**config.mk**
```make
export PLATFORM = sky130hd
export DESIGN_NAME = rtc_bus_scheduler
export DESIGN_NICKNAME = d
export VERILOG_FILES = /design/src/rtl/rtc_sched_pkg.sv /design/src/rtl/rtc_bus_scheduler_refresh_tick.sv /design/src/rtl/rtc_bus_scheduler.sv
export SDC_FILE = /design/constraint.sdc
export NUM_CORES = 1
export LEC_CHECK = 0
export ABC_AREA = 1
export CORE_UTILIZATION = 54
export CTS_CLUSTER_DIAMETER = 50
export DETAILED_ROUTE_END_ITERATION = 12
export PLACE_DENSITY_LB_ADDON = 0.08
export SYNTH_ARGS = -nofsm -noshare
export SYNTH_HDL_FRONTEND = slang
export SYNTH_SLANG_ARGS = --single-unit
```
**constraint.sdc**
```tcl
create_clock -name clk -period 2.44 [get_ports clk]
set_clock_uncertainty 0.15 [all_clocks]
set_input_delay 0.488 -clock clk [delete_from_list [all_inputs] [get_ports clk]]
set_output_delay 0.488 -clock clk [all_outputs]
set_load 0.02 [all_outputs]
```
**src/rtl/rtc_sched_pkg.sv**
```systemverilog
// Shared types and constants for the RTC bus scheduler: FSM states, bus drive
// payload, and the register address table swept for the display.
package rtc_sched_pkg;

    localparam int unsigned BYTE_W = 8;
    localparam int unsigned NREG   = 9;
    localparam int unsigned SLOT_W = 4;

    localparam int unsigned REG_SEC  = 0;
    localparam int unsigned REG_MIN  = 1;
    localparam int unsigned REG_HR   = 2;
    localparam int unsigned REG_DAY  = 3;
    localparam int unsigned REG_MON  = 4;
    localparam int unsigned REG_YR   = 5;
    localparam int unsigned REG_TSEC = 6;
    localparam int unsigned REG_TMIN = 7;
    localparam int unsigned REG_THR  = 8;

    typedef enum logic [2:0] {
        ST_ARB,
        ST_ADDR_LO,
        ST_ADDR_HI,
        ST_DATA_LO,
        ST_DATA_HI
    } state_t;

    typedef struct packed {
        logic              cs_n;
        logic              ad_n;
        logic              wr_n;
        logic              rd_n;
        logic              oe;
        logic [BYTE_W-1:0] dout;
    } bus_t;

    localparam bus_t BUS_IDLE = '{cs_n: 1'b1, ad_n: 1'b1, wr_n: 1'b1, rd_n: 1'b1,
                                  oe: 1'b0, dout: '0};

    // RTC register address for each sweep slot.
    function automatic logic [BYTE_W-1:0] reg_addr(input logic [SLOT_W-1:0] slot);
        logic [BYTE_W-1:0] a;
        case (slot)
            SLOT_W'(REG_SEC):  a = 8'h21;
            SLOT_W'(REG_MIN):  a = 8'h22;
            SLOT_W'(REG_HR):   a = 8'h23;
            SLOT_W'(REG_DAY):  a = 8'h24;
            SLOT_W'(REG_MON):  a = 8'h25;
            SLOT_W'(REG_YR):   a = 8'h26;
            SLOT_W'(REG_TSEC): a = 8'h41;
            SLOT_W'(REG_TMIN): a = 8'h42;
            SLOT_W'(REG_THR):  a = 8'h43;
            default:           a = 8'h21;
        endcase
        return a;
    endfunction

    // Pin levels to present while in a given transaction state.
    function automatic bus_t bus_for(input state_t            st,
                                     input logic              is_wr,
                                     input logic [BYTE_W-1:0] addr,
                                     input logic [BYTE_W-1:0] data);
        bus_t b;
        b = BUS_IDLE;
        case (st)
            ST_ADDR_LO, ST_ADDR_HI: begin
                b.cs_n = 1'b0;
                b.ad_n = 1'b0;
                b.wr_n = (st == ST_ADDR_HI);
                b.oe   = 1'b1;
                b.dout = addr;
            end
            ST_DATA_LO: begin
                b.cs_n = 1'b0;
                if (is_wr) begin
                    b.wr_n = 1'b0;
                    b.oe   = 1'b1;
                    b.dout = data;
                end else begin
                    b.rd_n = 1'b0;
                end
            end
            ST_DATA_HI: b.cs_n = 1'b0;
            default:    b = BUS_IDLE;
        endcase
        return b;
    endfunction

endpackage

```
**src/rtl/rtc_bus_scheduler_refresh_tick.sv**
```systemverilog
// Free-running refresh counter; o_tick is high for the one cycle in which the
// counter sits at REFRESH_CYCLES-1 (just before it wraps to 0).
module rtc_refresh_tick #(
    parameter int unsigned REFRESH_CYCLES = 1000000
) (
    input  logic clk,
    input  logic reset,
    output logic o_tick
);

    localparam int unsigned CNT_W = $clog2(REFRESH_CYCLES);

    logic [CNT_W-1:0] r_cnt;
    logic             r_tick;

    // Tick is registered one count early so it lines up with the wrap cycle.
    always_ff @(posedge clk) begin
        if (reset) begin
            r_cnt  <= '0;
            r_tick <= 1'b0;
        end else begin
            r_tick <= (r_cnt == CNT_W'(REFRESH_CYCLES - 2));
            if (r_cnt == CNT_W'(REFRESH_CYCLES - 1)) begin
                r_cnt <= '0;
            end else begin
                r_cnt <= r_cnt + CNT_W'(1);
            end
        end
    end

    assign o_tick = r_tick;

endmodule

```
**src/rtl/rtc_bus_scheduler.sv**
```systemverilog
// Sole owner of the multiplexed RTC bus: periodic read sweeps plus write-first
// edit writes. Optional RTC_SCHED_FREEZE_EN holds off new sweeps during edit.
module rtc_bus_scheduler
    import rtc_sched_pkg::*;
#(
    parameter int unsigned PHASE_CYCLES   = 4,
    parameter int unsigned REFRESH_CYCLES = 1000000
) (
    input  logic              clk,
    input  logic              reset,
    input  logic              wr_req,
    input  logic [BYTE_W-1:0] wr_addr,
    input  logic [BYTE_W-1:0] wr_data,
    input  logic              edit_active,
    output logic              wr_ack,
    output logic              rd_valid,
    output logic [SLOT_W-1:0] rd_idx,
    output logic [BYTE_W-1:0] rd_data,
    output logic              busy,
    output logic              rtc_cs_n,
    output logic              rtc_ad_n,
    output logic              rtc_wr_n,
    output logic              rtc_rd_n,
    output logic [BYTE_W-1:0] ad_out,
    output logic              ad_oe,
    input  logic [BYTE_W-1:0] ad_in
);

    localparam int unsigned PH_W = (PHASE_CYCLES > 1) ? $clog2(PHASE_CYCLES) : 1;

    state_t            r_state;
    logic [PH_W-1:0]   r_phase;
    logic              r_is_wr;
    logic [BYTE_W-1:0] r_addr;
    logic [BYTE_W-1:0] r_data;
    logic [BYTE_W-1:0] r_sample;
    logic [SLOT_W-1:0] r_slot;
    logic              r_active;
    logic              r_pending;
    bus_t              r_bus;
    logic              r_wr_ack;
    logic              r_rd_valid;
    logic [SLOT_W-1:0] r_rd_idx;
    logic [BYTE_W-1:0] r_rd_data;

    logic w_tick;
    logic w_phase_last;
    logic w_new_ok;
    logic w_rd_go;

    rtc_refresh_tick #(
        .REFRESH_CYCLES(REFRESH_CYCLES)
    ) u_tick (
        .clk   (clk),
        .reset (reset),
        .o_tick(w_tick)
    );

`ifdef RTC_SCHED_FREEZE_EN
    assign w_new_ok = ~edit_active;
`else
    logic w_unused_edit;
    assign w_unused_edit = edit_active;
    assign w_new_ok      = 1'b1;
`endif

    // A running sweep always continues; only the start of a new one can be held.
    assign w_rd_go      = r_active | (r_pending & w_new_ok);
    assign w_phase_last = (r_phase == PH_W'(PHASE_CYCLES - 1));

    always_ff @(posedge clk) begin
        if (reset) begin
            r_state    <= ST_ARB;
            r_phase    <= '0;
            r_is_wr    <= 1'b0;
            r_addr     <= '0;
            r_data     <= '0;
            r_sample   <= '0;
            r_slot     <= '0;
            r_active   <= 1'b0;
            r_pending  <= 1'b0;
            r_bus      <= BUS_IDLE;
            r_wr_ack   <= 1'b0;
            r_rd_valid <= 1'b0;
            r_rd_idx   <= '0;
            r_rd_data  <= '0;
        end else begin
            r_wr_ack   <= 1'b0;
            r_rd_valid <= 1'b0;
            if (w_tick) begin
                r_pending <= 1'b1;
            end

            if (r_state != ST_ARB) begin
                r_phase <= w_phase_last ? '0 : r_phase + PH_W'(1);
            end

            case (r_state)
                ST_ARB: begin
                    r_phase <= '0;
                    if (wr_req) begin
                        r_is_wr <= 1'b1;
                        r_addr  <= wr_addr;
                        r_data  <= wr_data;
                        r_state <= ST_ADDR_LO;
                        r_bus   <= bus_for(ST_ADDR_LO, 1'b1, wr_addr, wr_data);
                    end else if (w_rd_go) begin
                        r_is_wr <= 1'b0;
                        r_addr  <= reg_addr(r_slot);
                        r_state <= ST_ADDR_LO;
                        r_bus   <= bus_for(ST_ADDR_LO, 1'b0, reg_addr(r_slot), '0);
                        // Starting a sweep consumes the pending flag; a tick in
                        // this very cycle re-arms it for the following sweep.
                        if (!r_active) begin
                            r_active  <= 1'b1;
                            r_pending <= w_tick;
                        end
                    end
                end

                ST_ADDR_LO: begin
                    if (w_phase_last) begin
                        r_state <= ST_ADDR_HI;
                        r_bus   <= bus_for(ST_ADDR_HI, r_is_wr, r_addr, r_data);
                    end
                end

                ST_ADDR_HI: begin
                    if (w_phase_last) begin
                        r_state <= ST_DATA_LO;
                        r_bus   <= bus_for(ST_DATA_LO, r_is_wr, r_addr, r_data);
                    end
                end

                ST_DATA_LO: begin
                    if (w_phase_last) begin
                        if (!r_is_wr) begin
                            r_sample <= ad_in;
                        end
                        r_state <= ST_DATA_HI;
                        r_bus   <= bus_for(ST_DATA_HI, r_is_wr, r_addr, r_data);
                    end
                end

                ST_DATA_HI: begin
                    if (w_phase_last) begin
                        r_state <= ST_ARB;
                        r_bus   <= BUS_IDLE;
                        if (r_is_wr) begin
                            r_wr_ack <= 1'b1;
                        end else begin
                            r_rd_valid <= 1'b1;
                            r_rd_idx   <= r_slot;
                            r_rd_data  <= r_sample;
                            if (r_slot == SLOT_W'(NREG - 1)) begin
                                r_slot   <= '0;
                                r_active <= 1'b0;
                            end else begin
                                r_slot <= r_slot + SLOT_W'(1);
                            end
                        end
                    end
                end

                default: begin
                    r_state <= ST_ARB;
                    r_bus   <= BUS_IDLE;
                end
            endcase
        end
    end

    // Busy covers the grant cycle itself, hence the ARB-cycle request terms.
    assign busy     = (r_state != ST_ARB) | wr_req | w_rd_go;

    assign wr_ack   = r_wr_ack;
    assign rd_valid = r_rd_valid;
    assign rd_idx   = r_rd_idx;
    assign rd_data  = r_rd_data;
    assign rtc_cs_n = r_bus.cs_n;
    assign rtc_ad_n = r_bus.ad_n;
    assign rtc_wr_n = r_bus.wr_n;
    assign rtc_rd_n = r_bus.rd_n;
    assign ad_oe    = r_bus.oe;
    assign ad_out   = r_bus.dout;

endmodule

```
==> impl_metrics.ini <==
[yosys]
synthAdderAreaFrac = 0.0224
synth_edf_count = 0
synth_compound_area_frac = 0.112
synth_top_family_by_area = simple AND/OR/NAND/NOR gates
ys.flop_type = dfxtp_1
async_reset_ff_frac = 0
synth_simple_gate_area_frac = 0.327
ys_top_cells_by_area = dfxtp_1 46%, nand2_1 14%, nor2_1 10%
synthMuxAreaShare = 0
ys_seq_elements = 89
syn-num-nets = 585
avgSynthCellArea_sq_um = 7.11
synthTopCellsByCount = 146 x nand2_1, 104 x nor2_1, 89 x dfxtp_1, 45 x o21ai_0, 40 x inv_1
post-synth-top-count-cell = nand2_1
yosys_warnings = 0
synthCells = 550
synth_top_area_share = 0.456
synth_area_sq_mm = 0.00391
yosysSeqAreaShare = 0.456
synth_top_cell_by_area = dfxtp_1
yosysUniqueCellTypes = 35
synth_xor_xnor_area_share = 0.0112

[critical_path]
r2r_start = r_slot[0]$_SDFFE_PP0N_
path_class = flop to flop
end_kind = flop
crit_fanout = 5
critical_path_arrival_ps = 2300
setup.worst_path.start = r_slot[0]$_SDFFE_PP0N_
reg2reg_slack_ps = 240
crit_path_start_kind = flop
required_ps = 2540
reg2reg_depth = 13

[sta]
fin_ws_ps = 241
timing.fmax_mhz = 455
tightest_slew_ps = 604
setup_viol = 0
relSlewSlack = 0.596
layout_min_cycle_time_ps = 2200
grt_setup_unrepaired = false
hold_violations = 0
fin_crit_sh = 0.901
drv_slew = 0

[floorplan]
die-width_um = 87.1
io_pins = 56
row_count = 30
core-area_sq_mm = 0.00691
start_util = 0.566
fp.dieH_um = 87.1
die_area_sq_mm = 0.00759

[clock_network]
htreeDepth = 3
clk_latency_ps = 350
cts_root_buf = clkbuf_8
cts_max_path_buffers = 2
numCtsBuffers = 9
cts_tree = done
clkTransAtPathRegs_ps = 80
cts_sinks = 89

[global_routing]
grt_pass1_vias = 3348
antenna_found_initial = 0
grt-ovfl-total = 0
grt_usage = 0.234
grt_max_degree = 37
grt_pass1_wl_um = 14100

[drt]
drcViolationCount = 0
wl_um = 8180
vias_per_cell = 5.02
first_pass_iters = 4
drt_iter0_drc = 215
num_vias = 3580
ant_nets = 0
avgRoutedWirePerCell_um = 11.5

[layout]
instances_no_fill = 713
design_area_sq_mm = 0.00475
area_growth_syn_to_layout_pct = 21.5
nets = 647
final_core_util = 0.688
drive_gt1_frac = 0.0827
antenna_cells = 0

[outcome]
status = finished, final reports clean

[placement]
placed_area_sq_mm = 0.00457
dpl.cell_count = 697
hpwlAfterDp_um = 5990
port-buffer-count = 54
gp_routability_congestion = 0.871
pre_cts_ws_ps = -25.1

[pwr]
p_leak_nw = 1.91
ir_drop_uv = 322
p_per_area_mw_per_mm2 = 802

[min_path]
hold_path.class = flop to flop

[run]
max_cap_viol_count = 0
## routing by layer
metal  vias up  share of wire  global-route usage
li1       1875              -                   -
met1      1614           0.46               0.284
met2        81           0.48               0.417
met3        10          0.040              0.0379
met4         0          0.015              0.0864
met5         -              0                   0
## report_power, final
group	leakage [nW]	switching (W)	internal [W]	total [W]
logic	1.10	0.000674	0.000420	0.00109
clock network	0.0911	0.000504	0.000420	0.000924
registers	0.724	0.000128	0.00166	0.00179
total	1.91	0.00131	0.00250	0.00381
## stage by stage
stage / total power [W] / hold slack (ps) / TNS (ps)
final: 0.00381 / 280 / 0
after global routing: 0.00406 / 314 / 0
after CTS: 0.00383 / 286 / 0
after detailed placement: 0.00292 / 274 / -25.1
after global placement: 0.00290 / 264 / -24.3
after floorplan: 0.00260 / 255 / 0
## cells in the final DEF (no fill, tap or decap)
| master | netlist | layout |
|---|---|---|
| dfxtp_2 | 0 | 1 |
| inv_1 | 40 | 39 |
| o2111ai_1 | 1 | 1 |
| ha_1 | 7 | 7 |
| nor2_2 | 2 | 2 |
| nand3b_1 | 3 | 3 |
| a21oi_2 | 6 | 6 |
| nor4b_1 | 1 | 1 |
| a21oi_1 | 25 | 25 |
| xor2_1 | 3 | 3 |
| nand2_1 | 146 | 146 |
| clkinvlp_4 | 0 | 2 |
| or2_0 | 1 | 1 |
| o21ai_0 | 45 | 45 |
| nand3_1 | 32 | 32 |
| o211ai_2 | 1 | 1 |
| nand2_4 | 2 | 2 |
| clkinv_2 | 1 | 4 |
| o31ai_1 | 1 | 1 |
| nor2_1 | 104 | 104 |
| nand2_2 | 1 | 1 |
| clkinv_1 | 1 | 1 |
| inv_2 | 2 | 3 |
| inv_4 | 2 | 2 |
| nor3_1 | 4 | 4 |
| nor4_1 | 1 | 1 |
| a211oi_1 | 1 | 1 |
| nand3_2 | 1 | 1 |
| clkdlybuf4s50_1 | 0 | 53 |
| clkbuf_8 | 0 | 11 |
| nor2_4 | 2 | 2 |
| dlygate4sd2_1 | 0 | 1 |
| buf_4 | 2 | 13 |
| nand4_1 | 7 | 7 |
| xnor2_1 | 2 | 2 |
| dfxtp_1 | 89 | 88 |
## worst min-delay path by stage
stage | endpoint | start | depth (start not counted)
2_1_floorplan | r_phase[0]$_SDFFE_PP0N_ | r_phase[0]$_SDFFE_PP0N_ | 1
3_3_place_gp | r_phase[0]$_SDFFE_PP0N_ | r_phase[0]$_SDFFE_PP0N_ | 1
3_5_place_dp | r_phase[0]$_SDFFE_PP0N_ | r_phase[0]$_SDFFE_PP0N_ | 1
4_1_cts | r_phase[0]$_SDFFE_PP0N_ | r_phase[0]$_SDFFE_PP0N_ | 1
5_1_grt | r_phase[0]$_SDFFE_PP0N_ | r_phase[0]$_SDFFE_PP0N_ | 1
6_report | r_phase[0]$_SDFFE_PP0N_ | r_phase[0]$_SDFFE_PP0N_ | 1
## state kept, by name, summed over array words and instances, names as in the netlist, 2 cells and up, named ones only
| name | count |
|---|---|
| r_state | 3 |
| rd_idx | 4 |
| r_addr | 8 |
| r_phase | 2 |
| u_tick.r_cnt | 20 |
| r_sample | 8 |
| ad_out | 8 |
| rd_data | 8 |
| r_slot | 4 |
| r_data | 8 |
## kinds of logic (layout without fill, tap and decap cells)
| family | Yosys count | after routing |
|---|---|---|
| AO/OA/AOI/OAI | 80 | 80 |
| buffers and inverters | 62 | 129 |
| adder cells (fa/ha/maj) | 7 | 7 |
| AND/OR/NAND/NOR | 307 | 307 |
| XOR/XNOR | 5 | 5 |
| flip-flops | 89 | 89 |
## final cells by class
class,instances,area [sq um]
clock inverters,5,30.0
clock buffers,11,151
fillers,643,2160
repair buffers,67,637
flip-flops and latches,89,1780
multi-input cells,399,1850
well taps,96,120
inverters,46,179
## repair_timing
item	4_1_cts	5_1_grt
setup buffers	0	0
hold buffers	0	0
gates resized for setup	3	0
setup endpoints to repair	1	0
## worst max-delay path, stage by stage, from the launching register on
cell,delay (ps)
dfxtp_1,390
inv_1,110
ha_1,240
nand3_1,200
nand2_1,80
nand2_1,70
nand2_1,80
nor2_1,220
inv_1,80
ha_1,270
inv_1,60
nand2_1,50
nand3_1,70
nand2_1,50
No activity file was read; power rests on OpenSTA's default activity.
